--- config.mk ---
export PLATFORM = sky130hd
export DESIGN_NAME = spectrum_bank_writer
export DESIGN_NICKNAME = d
export VERILOG_FILES = /design/src/rtl/spectrum_bank_writer_pkg.sv /design/src/rtl/spectrum_bank_writer.sv
export SDC_FILE = /design/constraint.sdc
export NUM_CORES = 1
export LEC_CHECK = 0
export ABC_AREA = 1
export CAP_MARGIN = 25
export CORE_MARGIN = 3
export CORE_UTILIZATION = 45
export DETAILED_ROUTE_END_ITERATION = 12
export GPL_TIMING_DRIVEN = 1
export PLACE_DENSITY = 0.75
export SYNTH_ARGS = -nofsm -noshare
export SYNTH_HDL_FRONTEND = slang
export SYNTH_SLANG_ARGS = --single-unit
--- constraint.sdc ---
create_clock -name clk_wr -period 2.35 [get_ports clk_wr]
set_clock_uncertainty 0.15 [all_clocks]
set_input_delay 0.47 -clock clk_wr [delete_from_list [all_inputs] [get_ports clk_wr]]
set_output_delay 0.47 -clock clk_wr [all_outputs]
set_load 0.01 [all_outputs]
--- src/rtl/spectrum_bank_writer_pkg.sv ---
// Shared spectrogram definitions: writer FSM state encoding and one-hot bank constants.
package spectrum_bank_writer_pkg;

   localparam int BANK_W = 2;

   localparam logic [0:0] ST_FILL = 1'b0;
   localparam logic [0:0] ST_HOLD = 1'b1;

   localparam logic [BANK_W-1:0] BANK_A = 2'b01;
   localparam logic [BANK_W-1:0] BANK_B = 2'b10;

   // With two one-hot banks the partner bank is the bit-swapped select.
   function automatic logic [BANK_W-1:0] other_bank(input logic [BANK_W-1:0] bank);
      return {bank[0], bank[1]};
   endfunction

endpackage

--- src/rtl/spectrum_bank_writer.sv ---
// Ping-pong spectrum frame writer: fills one RAM bank while the display reads the other.
// Define SPECTRUM_BANK_WRITER_OVERWRITE_EN to overwrite the fill bank instead of stalling.
module spectrum_bank_writer
   import spectrum_bank_writer_pkg::*;
#(
   parameter int NO_BANKS   = 2,
   parameter int DATA_WIDTH = 4,
   parameter int DEPTH      = 4096,
   localparam int ADDR_WIDTH = $clog2(DEPTH)
) (
   input  logic                  clk_wr,
   input  logic                  rst_n,
   input  logic                  in_valid,
   output logic                  in_ready,
   input  logic [DATA_WIDTH-1:0] in_data,
   input  logic                  in_last,
   input  logic                  rd_release,
   output logic [NO_BANKS-1:0]   wr_en,
   output logic [NO_BANKS-1:0]   wr_bank_select,
   output logic [ADDR_WIDTH-1:0] addr_wr,
   output logic [DATA_WIDTH-1:0] data_wr,
   output logic [NO_BANKS-1:0]   rd_bank_select,
   output logic                  frame_done,
   output logic                  frame_err,
   output logic [7:0]            frames_dropped
);

   logic [0:0]            state;
   logic [ADDR_WIDTH-1:0] bin_cnt;
   logic                  reader_free;
   logic                  swap_pending;
   logic                  accept;
   logic                  last_bin;
   logic                  closing;
   logic                  free_now;
   logic                  do_swap;
   logic [NO_BANKS-1:0]   wr_target;

   assign in_ready = rst_n && (state == ST_FILL);
   assign accept   = in_valid && in_ready;
   assign last_bin = (bin_cnt == ADDR_WIDTH'(DEPTH - 1));
   assign closing  = accept && (last_bin || in_last);

   // A swap already scheduled consumes the reader's release, so it cannot cover a second close.
   assign free_now = (reader_free && !swap_pending) || rd_release;
   assign do_swap  = swap_pending || ((state == ST_HOLD) && rd_release);

   // The swap lands one cycle after the closing beat so its write never targets the read bank;
   // a beat accepted during that cycle already belongs to the new fill bank.
   assign wr_target = swap_pending ? other_bank(wr_bank_select) : wr_bank_select;

   always_ff @(posedge clk_wr) begin
      if (!rst_n) begin
         state          <= ST_FILL;
         bin_cnt        <= '0;
         reader_free    <= 1'b1;
         swap_pending   <= 1'b0;
         wr_bank_select <= BANK_A;
         rd_bank_select <= BANK_B;
         wr_en          <= '0;
         addr_wr        <= '0;
         data_wr        <= '0;
         frame_done     <= 1'b0;
         frame_err      <= 1'b0;
      end else begin
         // NOTE: non-blocking assignments let every term above see pre-edge values.
         frame_done   <= do_swap;
         swap_pending <= closing && free_now;
         reader_free  <= do_swap ? 1'b0 : (rd_release ? 1'b1 : reader_free);
         wr_en        <= accept ? wr_target : '0;

         if (do_swap) begin
            rd_bank_select <= wr_bank_select;
            wr_bank_select <= other_bank(wr_bank_select);
         end

         if (accept) begin
            addr_wr <= bin_cnt;
            data_wr <= in_data;
            bin_cnt <= closing ? '0 : bin_cnt + ADDR_WIDTH'(1);
            if (in_last != last_bin) frame_err <= 1'b1;
         end

`ifdef SPECTRUM_BANK_WRITER_OVERWRITE_EN
         state <= ST_FILL;
`else
         if (closing && !free_now)
            state <= ST_HOLD;
         else if ((state == ST_HOLD) && rd_release)
            state <= ST_FILL;
`endif
      end
   end

`ifdef SPECTRUM_BANK_WRITER_OVERWRITE_EN
   always_ff @(posedge clk_wr) begin
      if (!rst_n)
         frames_dropped <= 8'd0;
      else if (closing && !free_now && (frames_dropped != 8'hFF))
         frames_dropped <= frames_dropped + 8'd1;
   end
`else
   assign frames_dropped = 8'd0;
`endif

endmodule

After elaboration in Yosys (flattened, before gate mapping)
Index checks and enable logic that the tools add are counted.
{"block": "classes", "n_addsub": 1, "n_eq_ne": 2, "mux": 6, "bitwise_logic": 1, "n_reduce_logical": 16}
{"op": "12-bit by 1-bit adder with 12-bit output, second input constant", "count": 1}
{"op": "12-bit == test, second input constant", "count": 1}
{"op": "12-bit two-way mux", "count": 1}
{"op": "1-bit logical AND", "count": 7}
{"op": "1-bit two-way mux", "count": 4}
{"op": "2-bit AND reduction", "count": 2}
{"op": "2-bit nonzero test", "count": 2}
{"op": "1-bit logical OR", "count": 3}
{"op": "1-bit logical NOT", "count": 2}
{"op": "2-bit two-way mux", "count": 1}
{"op": "1-bit != test", "count": 1}
{"op": "1-bit inverter", "count": 1}
{"block": "totals", "reg_bits": 39, "in_bits": 9, "output_inout_bits": 33, "wordCells": 37}

Depth between registers and ports, before layout
Gate-level depths: netlist of run 1.
{"block": "depth", "ltp_word": 6, "mapped_depth": 9, "depth_no_buf": 9}

Least setup slack after synthesis of run 1
Ideal clock, no wire load.
{"block": "synth_timing", "path_kind": "register -> register", "startpoint": "register bin_cnt[0]", "endpoint": "register bin_cnt[4]", "setup_time_ns": 0.119, "arrival_time_ns": 1.398, "required_time_ns": 2.081, "path_slack_ns": 0.683, "path_stages_with_launch": 10, "n_path_buf": 0, "period_less_slack_ns": 1.667, "path_cell_list": "dfxtp_1 ha_1 nand2_1 nor2_1 nand3_1 ha_1 nor2_1 inv_1 nand2_1 nor3_1"}
{"block": "synth_between", "elab_chain_cells": 4, "word_cells_on_any_way": 5, "classes_between": "1 x add/sub; 1 x eq/ne; 1 x mux; 2 x reduce/logical"}
{"item": "start, declared", "line_no": "spectrum_bank_writer.sv:29", "rtl": "logic [ADDR_WIDTH-1:0] bin_cnt;"}
{"item": "start signal, assigned", "line_no": "spectrum_bank_writer.sv:80", "rtl": "bin_cnt <= closing ? '0 : bin_cnt + ADDR_WIDTH'(1);"}
{"item": "parallel branches: the longest is 3 deep, another holds 12-bit by 1-bit adder with 12-bit output"}
{"item": "12-bit two-way mux *", "line_no": "spectrum_bank_writer.sv:80"}
Every way passes the cells marked *.
A chain may end at the register's enable or synchronous reset.

Final worst setup path of run 1
{"block": "layout_timing", "startpoint": "input rst_n", "endpoint": "output in_ready"}
{"block": "layout_between", "elab_chain_cells": 1}
{"item": "start, declared", "line_no": "spectrum_bank_writer.sv:12", "rtl": "input logic rst_n,"}
{"item": "1-bit logical AND", "line_no": "spectrum_bank_writer.sv:39", "rtl": "assign in_ready = rst_n && (state == ST_FILL);"}
{"item": "end, declared", "line_no": "spectrum_bank_writer.sv:14", "rtl": "output logic in_ready,"}
No other way between the ends.

==> results of run 1 <==
metal layers:
metal	vias up	share of wire (%)	track usage (%)
met1	593	47	20.1
met3	8	4.7	3.81
met2	37	46	23.2
li1	715	-	-
met4	0	2.5	8.71
met5	-	0	0
worst max-delay path, delay by kind of cell:
family	cells	cell delay [ns]
simple gates	1	0.06
buf+inv	3	1.08
kinds of logic after synthesis:
group / share of synthesized area [%]
AO/OA/AOI/OAI: 8.20
other: 0.243
AND/OR/NAND/NOR: 30.1
buffers and inverters: 11.8
flip-flops: 48.1
adder cells (fa/ha/maj): 1.62
layout make-up:
type / instances / area share [%]
Sequential cell: 37 / 38.4
Clock buffer: 6 / 2.14
Inverter: 20 / 3.90
Tap cell: 44 / 2.86
Multi-Input combinational cell: 143 / 33.4
Clock inverter: 2 / 0.519
Timing Repair Buffer: 37 / 18.7
sequential cells by signal, indices dropped and copies added, names as in the netlist:
register / flops
rd_bank_select: 1
wr_bank_select: 1
bin_cnt: 12
wr_en: 2
data_wr: 4
reader_free: 1
swap_pending: 1
frame_done: 1
addr_wr: 12
frame_err: 1
state: 1
metrics by stage:
stage | setup slack, ns | utilization, % | hold slack [ns] | cell area (um2) | instances
after CTS | 0.112 | 61.1 | 0.318 | 1930 | 289
final | 0.118 | 61.1 | 0.316 | 1930 | 289
after detailed placement | 0.118 | 59.5 | 0.301 | 1880 | 281
after floorplan | 0.683 | - | 0.293 | 1570 | 216
after global placement | 0.131 | 59.5 | 0.291 | 1880 | 281
after global routing | 0.0552 | 61.1 | 0.346 | 1930 | 289
power breakdown:
group	total (mW)	leakage (nW)	switching (mW)	internal [mW]
Sequential	0.649	0.300	0.00857	0.640
Clock	0.315	0.0320	0.201	0.114
Combinational	0.104	0.469	0.0558	0.0485
worst max-delay path by stage:
stage                          start    endpoint  slack, ns  depth (start not counted)
after floorplan           bin_cnt[0]  bin_cnt[4]       0.68                          9
after global placement         rst_n    in_ready       0.13                          4
after detailed placement       rst_n    in_ready       0.12                          4
after CTS                      rst_n    in_ready       0.11                          4
after global routing           rst_n    in_ready       0.06                          4
final                          rst_n    in_ready       0.12                          4
Yosys cell counts (2+ instances only):
cell type	number	share of area, %
dfxtp_1	37	48
clkbuf_1	3	0.73
ha_1	2	1.6
buf_4	12	5.8
a21oi_1	11	3.6
inv_1	19	4.6
nor2_2	2	0.81
nand3_1	25	8.1
nor2_1	21	5.1
nor3_1	3	0.97
nand2_1	56	14
o21ai_0	9	2.9
==> flow_summary_export.csv, run 1 <==
group,metric,value,unit
critical_path,worstRegToRegCells,9,
place,dp_hpwl,2150,um
routing,drc,0,
global_route,grt_start_max_net_pins,23,
critical_path,crit_top_cell,"clkdlybuf4s50_1",
place,portBuffers,33,
sta,tns,0,ns
cells_and_area,antenna_cells,0,
logic_synthesis,synth.distinct_cells,21,
routing,drtAntennaViolNets,0,
global_route,grt_use_total,15.4,%
logic_synthesis,synth-seq-cells,37,
critical_path,slowest_delay,0.52,ns
critical_path,crit_chain,"clkdlybuf4s50_1, nand2_1, inv_1, clkdlybuf4s50_1",
floorplan,die_area,4160,um2
logic_synthesis,synth_ff_type,"dfxtp_1",
cells_and_area,area_growth,25.1,%
logic_synthesis,async_flop_share,0,%
pwr,p_leak,0.801,nW
clock_tree,ctsLongestPathBuffers,2,
logic_synthesis,synth_edf_count,0,
place,gp_congestion,0.802,
routing,viasPerCell,4.68,
logic_synthesis,syn_area,1540,um2
critical_path,worstReg2RegStart,"bin_cnt[1]",
cells_and_area,fin_nets,255,
logic_synthesis,synth_warnings,0,
cells_and_area,final-seq-area,741,um2
critical_path,rrSetupSlack,0.40,ns
logic_synthesis,synth_area_per_cell,7.37,um2
critical_path,worstPathArrival,1.61,ns
min_path,whs_path_depth,2,
floorplan,rows,20,
floorplan,io_pins,42,
clock_tree,clock_latency,0.34,ns
sta,setup-violations-final,0,
clock_tree,cts_hold_buf,0,
floorplan,core_area,3150,um2
pwr,vdd.ir_drop.worst,0.000316,V
min_path,min-delay-start,"frame_err",
clock_tree,cts_setup_buffers,0,
pwr,p_per_area,554,nW/um2
logic_synthesis,synth-seq-area-share,48.1,%
routing,firstDrtPassIters,4,
cells_and_area,multi_input_area,644,um2
sta,fmax,448,MHz
routing,drt_iter0_drc,76,
min_path,min-delay-path-class,"flip-flop to flip-flop",
sta,rsz0062_at_grt,"no",
floorplan,die_width,64.5,um
critical_path,cpMaxStageDelayCell,"clkdlybuf4s50_1",
global_route,grt_pass1_wl,5050,um
cells_and_area,final_cell_mix,"56 x nand2_1, 37 x dfxtp_1, 33 x clkdlybuf4s50_1",
sta,timing.final.crit_share,95.0,%
routing,wirelength,2970,um
clock_tree,clk_pin_slew,0.11,ns
clock_tree,post_cts_resized,0,
critical_path,critPathRequiredTime,1.73,ns
logic_synthesis,syn_inst,209,
floorplan,die_h,64.5,um
critical_path,cp-end-kind,"output pin",
clock_tree,h-tree-depth,2,
global_route,antenna_found_initial,0,
critical_path,r2r_end,"bin_cnt[4]",
cells_and_area,drive_gt1_share,6.53,%
critical_path,path_class,"input pin to output pin",
clock_tree,clock_sinks,37,
routing,vias,1353,
routing,wl_per_cell,10.3,um
min_path,hold_path_end,"frame_err",
sta,fin_crit,2.23,ns
clock_tree,cts_tree,"yes",
pwr,finalPower,1.07,mW
global_route,overflow,0,
clock_tree,cts_root_buf,"clkbuf_4",
flow_run,max_cap_viol_count,0,
critical_path,critPathLaunchType,"input pin",
run_status,status,"finished clean",
sta,slew_viol_final,0,
critical_path,crit_path_max_fanout,3,
clock_tree,cts_buffers,5,
cells_and_area,final_common_cell,"nand2_1",
cells_and_area,n_fill_cell,306,
global_route,grt_pass1_vias,1158,
floorplan,start_util,48.8,%
sta,hold_viol,0,
Power figures use the tool's default switching activity.
==> inputs of run 2 (changes only) <==
- ABC_CLOCK_PERIOD_IN_PS: default -> 2800
- CTS_CLUSTER_SIZE: default -> 28
- clock period: 2.35 -> 2.8 ns (I/O delays scaled with it)
==> flow_summary_export.csv, run 2 (synthesis results as in run 1) <==
group,metric,value,unit
cells_and_area,n_fill_cell,297,
sta,timing.final.crit_share,86.3,%
pwr,p_per_area,463,nW/um2
cells_and_area,final_common_cell,"nand2_1",
min_path,min-delay-start,"frame_err",
cells_and_area,drive_gt1_share,5.39,%
cells_and_area,multi_input_area,644,um2
routing,wl_met1,1450,um
sta,slew_viol_final,0,
clock_tree,cts_tree,"yes",
cells_and_area,final-seq-area,741,um2
sta,setup-violations-final,0,
cells_and_area,fin_util,60.4,%
critical_path,path_class,"input pin to output pin",
clock_tree,clock_sinks,37,
critical_path,crit_start,"rst_n",
sta,hold_viol,0,
cells_and_area,fin_nets,253,
place,portBuffers,33,
clock_tree,clk_pin_slew,0.10,ns
run_status,status,"finished clean",
global_route,grt_pass1_wl,5020,um
routing,drtAntennaViolNets,0,
sta,fin_crit,2.42,ns
place,dp.cells,279,
routing,drt_iter0_drc,68,
critical_path,crit_path_max_fanout,3,
place,pre_cts_slack,0.382,ns
routing,wl_met2,1340,um
place,dp_hpwl,2170,um
clock_tree,cts_root_buf,"clkbuf_4",
min_path,min-delay-path-class,"flip-flop to flip-flop",
sta,worst_slack,0.385,ns
clock_tree,clock_latency,0.35,ns
critical_path,critPathLaunchType,"input pin",
clock_tree,cts_setup_buffers,0,
sta,tns,0,ns
clock_tree,cts_hold_buf,0,
global_route,grt_start_max_net_pins,23,
sta,fmax,414,MHz
critical_path,worstPathArrival,1.71,ns
critical_path,worstReg2RegStart,"bin_cnt[3]",
pwr,p_leak,0.786,nW
routing,wirelength,3000,um
floorplan,start_util,48.8,%
floorplan,die_h,64.5,um
pwr,vdd.ir_drop.worst,0.000280,V
global_route,grt_use_total,15.7,%
sta,rsz0062_at_grt,"no",
routing,drc,0,
clock_tree,cts_buffers,5,
cells_and_area,instances_no_fill,285,
global_route,overflow,0,
floorplan,rows,20,
routing,wl_met3,119,um
cells_and_area,stdcell_area,1900,um2
floorplan,core_area,3150,um2
flow_run,max_cap_viol_count,0,
clock_tree,ctsLongestPathBuffers,2,
routing,vias,1323,
clock_tree,post_cts_resized,0,
routing,firstDrtPassIters,5,
cells_and_area,area_growth,23.6,%
clock_tree,h-tree-depth,2,
cells_and_area,final_cell_mix,"56 x nand2_1, 37 x dfxtp_1, 33 x clkdlybuf4s50_1",
floorplan,die_area,4160,um2
global_route,grt_pass1_vias,1156,
floorplan,io_pins,42,
critical_path,cp-end-kind,"output pin",
cells_and_area,antenna_cells,0,
routing,wl_per_cell,10.5,um
place,gp_congestion,0.815,
routing,maxUsedRoutingLayer,"met4",
cells_and_area,reg.largest.list,"addr_wr (12), bin_cnt (12), data_wr (4)",
routing,viasPerCell,4.64,
critical_path,critPathRequiredTime,2.09,ns
floorplan,die_width,64.5,um
global_route,antenna_found_initial,0,
place,dpl_cell_area,1860,um2
run 2: final timing paths:
check                    end  slack, ns  depth (start not counted)
hold reg to reg    frame_err       0.31                          2
setup / recovery    in_ready       0.38                          4
setup reg to reg  bin_cnt[4]       0.84                          8
hold / removal     frame_err       0.31                          2
run 2: worst max-delay path, stage by stage:
cell	delay [ns]
clkdlybuf4s50_1	0.52
nand2_1	0.06
inv_1	0.04
clkdlybuf4s50_1	0.52
run 2: through the flow:
step,hold WS [ns],total power [mW]
final,0.311,0.881
after global routing,0.324,0.917
after CTS,0.315,0.886
after detailed placement,0.300,0.644
after global placement,0.290,0.643
after floorplan,0.293,0.612
run 2: layout make-up:
| cell class | instances | area share [%] |
|---|---|---|
| multi-input cells | 143 | 33.9 |
| repair buffers | 35 | 18.1 |
| flip-flops and latches | 37 | 38.9 |
| clock buffers | 5 | 1.97 |
| well taps | 44 | 2.89 |
| inverters | 20 | 3.94 |
| clock inverters | 1 | 0.263 |
run 2: where the power goes:
| group | switching (mW) | internal, mW |
|---|---|---|
| registers | 0.00735 | 0.537 |
| clock network | 0.163 | 0.0870 |
| logic | 0.0467 | 0.0398 |
| total | 0.217 | 0.664 |
run 2: layer usage:
metal,track usage (%),up-vias
met1,19.7,578
met5,0,-
met4,10.3,0
li1,-,710
met2,24.0,27
met3,3.64,8
==> inputs of run 3 (changes only) <==
- ABC_CLOCK_PERIOD_IN_PS: 2800 -> 2250
- CTS_CLUSTER_DIAMETER: default -> 120
- clock period: 2.8 -> 2.25 ns (I/O delays scaled with it)
==> flow_summary_export.csv, run 3 (synthesis results as in run 1) <==
group,metric,value,unit
global_route,grt_pass1_wl,5210,um
cells_and_area,antenna_cells,0,
critical_path,crit_path_max_fanout,2,
routing,drtAntennaViolNets,0,
pwr,finalPower,1.22,mW
cells_and_area,reg.largest.list,"addr_wr (12), bin_cnt (12), data_wr (4)",
min_path,whs_path_depth,2,
global_route,overflow,0,
sta,hold_viol,0,
cells_and_area,final_cell_mix,"56 x nand2_1, 37 x dfxtp_1, 33 x clkdlybuf4s50_1",
clock_tree,cts_buffers,5,
min_path,min-delay-path-class,"flip-flop to flip-flop",
clock_tree,cts_hold_buf,0,
critical_path,path_class,"input pin to output pin",
clock_tree,clk_pin_slew,0.11,ns
cells_and_area,n_fill_cell,302,
floorplan,die_area,4160,um2
cells_and_area,drive_gt1_share,6.94,%
clock_tree,cts_tree,"yes",
critical_path,crit_top_cell,"clkdlybuf4s50_1",
critical_path,cpMaxStageDelayCell,"clkdlybuf4s50_1",
floorplan,rows,20,
clock_tree,clock_latency,0.34,ns
floorplan,die_width,64.5,um
critical_path,rrSetupSlack,0.32,ns
routing,firstDrtPassIters,4,
min_path,hold_path_end,"frame_err",
sta,timing.final.crit_share,95.5,%
clock_tree,ctsLongestPathBuffers,2,
place,dp_hpwl,2280,um
sta,whs,0.310,ns
critical_path,worstReg2RegStart,"bin_cnt[1]",
run_status,status,"finished clean",
critical_path,worstPathArrival,1.55,ns
critical_path,worstRegToRegCells,9,
routing,drt_iter0_drc,82,
global_route,grt_use_total,15.9,%
critical_path,crit_chain,"clkdlybuf4s50_1, nand2_1, inv_1, clkdlybuf4s50_1",
clock_tree,h-tree-depth,2,
floorplan,start_util,48.8,%
sta,rsz0062_at_grt,"no",
sta,tns,0,ns
global_route,grt_start_max_net_pins,22,
critical_path,r2r_end,"bin_cnt[4]",
critical_path,critPathLaunchType,"input pin",
sta,setup-violations-final,0,
critical_path,slowest_delay,0.52,ns
routing,wl_per_cell,10.6,um
routing,vias,1365,
global_route,grt_pass1_vias,1192,
floorplan,core_area,3150,um2
flow_run,max_cap_viol_count,0,
pwr,p_per_area,626,nW/um2
cells_and_area,final_common_cell,"nand2_1",
routing,viasPerCell,4.72,
sta,fmax,465,MHz
pwr,p_leak,0.815,nW
critical_path,critPathRequiredTime,1.65,ns
routing,wirelength,3070,um
clock_tree,clock_sinks,37,
cells_and_area,fin_nets,256,
clock_tree,cts_root_buf,"clkbuf_4",
pwr,vdd.ir_drop.worst,0.000330,V
place,portBuffers,33,
clock_tree,post_cts_resized,0,
cells_and_area,area_growth,27.0,%
floorplan,io_pins,42,
critical_path,cp-end-kind,"output pin",
floorplan,die_h,64.5,um
min_path,min-delay-start,"frame_err",
routing,drc,0,
sta,fin_crit,2.15,ns
global_route,antenna_found_initial,0,
clock_tree,cts_setup_buffers,0,
place,gp_congestion,0.789,
sta,slew_viol_final,0,
==> run 3: cell count changes in the layout (fill, tap and decap cells not counted) <==
cell | previous run | this run
bufinv_16 | 0 | 1
buf_4 | 2 | 5
==> run 3: layout make-up <==
| type | count | area [um2] | area share, % |
|---|---|---|---|
| Clock buffer | 5 | 37.5 | 1.92 |
| Timing Repair Buffer | 38 | 368 | 18.8 |
| Clock inverter | 2 | 35.0 | 1.79 |
| Inverter | 20 | 75.1 | 3.84 |
| Tap cell | 44 | 55.1 | 2.82 |
| Sequential cell | 37 | 741 | 37.9 |
| Multi-Input combinational cell | 143 | 644 | 32.9 |
==> run 3: where the power goes <==
part	switching [mW]	leakage (nW)	internal (mW)
Clock	0.210	0.0410	0.226
Combinational	0.0585	0.474	0.0517
Sequential	0.00940	0.300	0.669
==> run 3: through the flow <==
stage	setup WS [ns]	util [%]	cell area [um2]	cells
floorplan	0.583	-	1570	216
global placement	0.112	59.7	1880	282
detailed placement	0.102	59.7	1880	282
CTS	0.0988	62.0	1960	289
global route	0.0582	62.0	1960	289
finish	0.101	62.0	1960	289
==> run 3: layer usage <==
metal	global-route usage, %	wire length, um	vias up	part of all wire (%)
li1	-	-	715	-
met1	20.3	1420	616	46
met2	24.6	1490	32	49
met3	5.20	136	2	4.4
met4	6.33	19	0	0.62
met5	0	0	-	0
==> run 3: worst max-delay path by stage <==
stage / from / to / slack (ns) / depth (start not counted)
after global placement: rst_n / in_ready / 0.11 / 4
final: rst_n / in_ready / 0.10 / 4
after CTS: rst_n / in_ready / 0.1 / 4
after global routing: rst_n / in_ready / 0.06 / 4
after floorplan: bin_cnt[0] / bin_cnt[4] / 0.58 / 9
after detailed placement: rst_n / in_ready / 0.10 / 4
==> run 3: worst max-delay path: cells and delay by family <==
| kind | cells | cell delay, ns |
|---|---|---|
| buf+inv | 3 | 1.04 |
| simple gates | 1 | 0.06 |
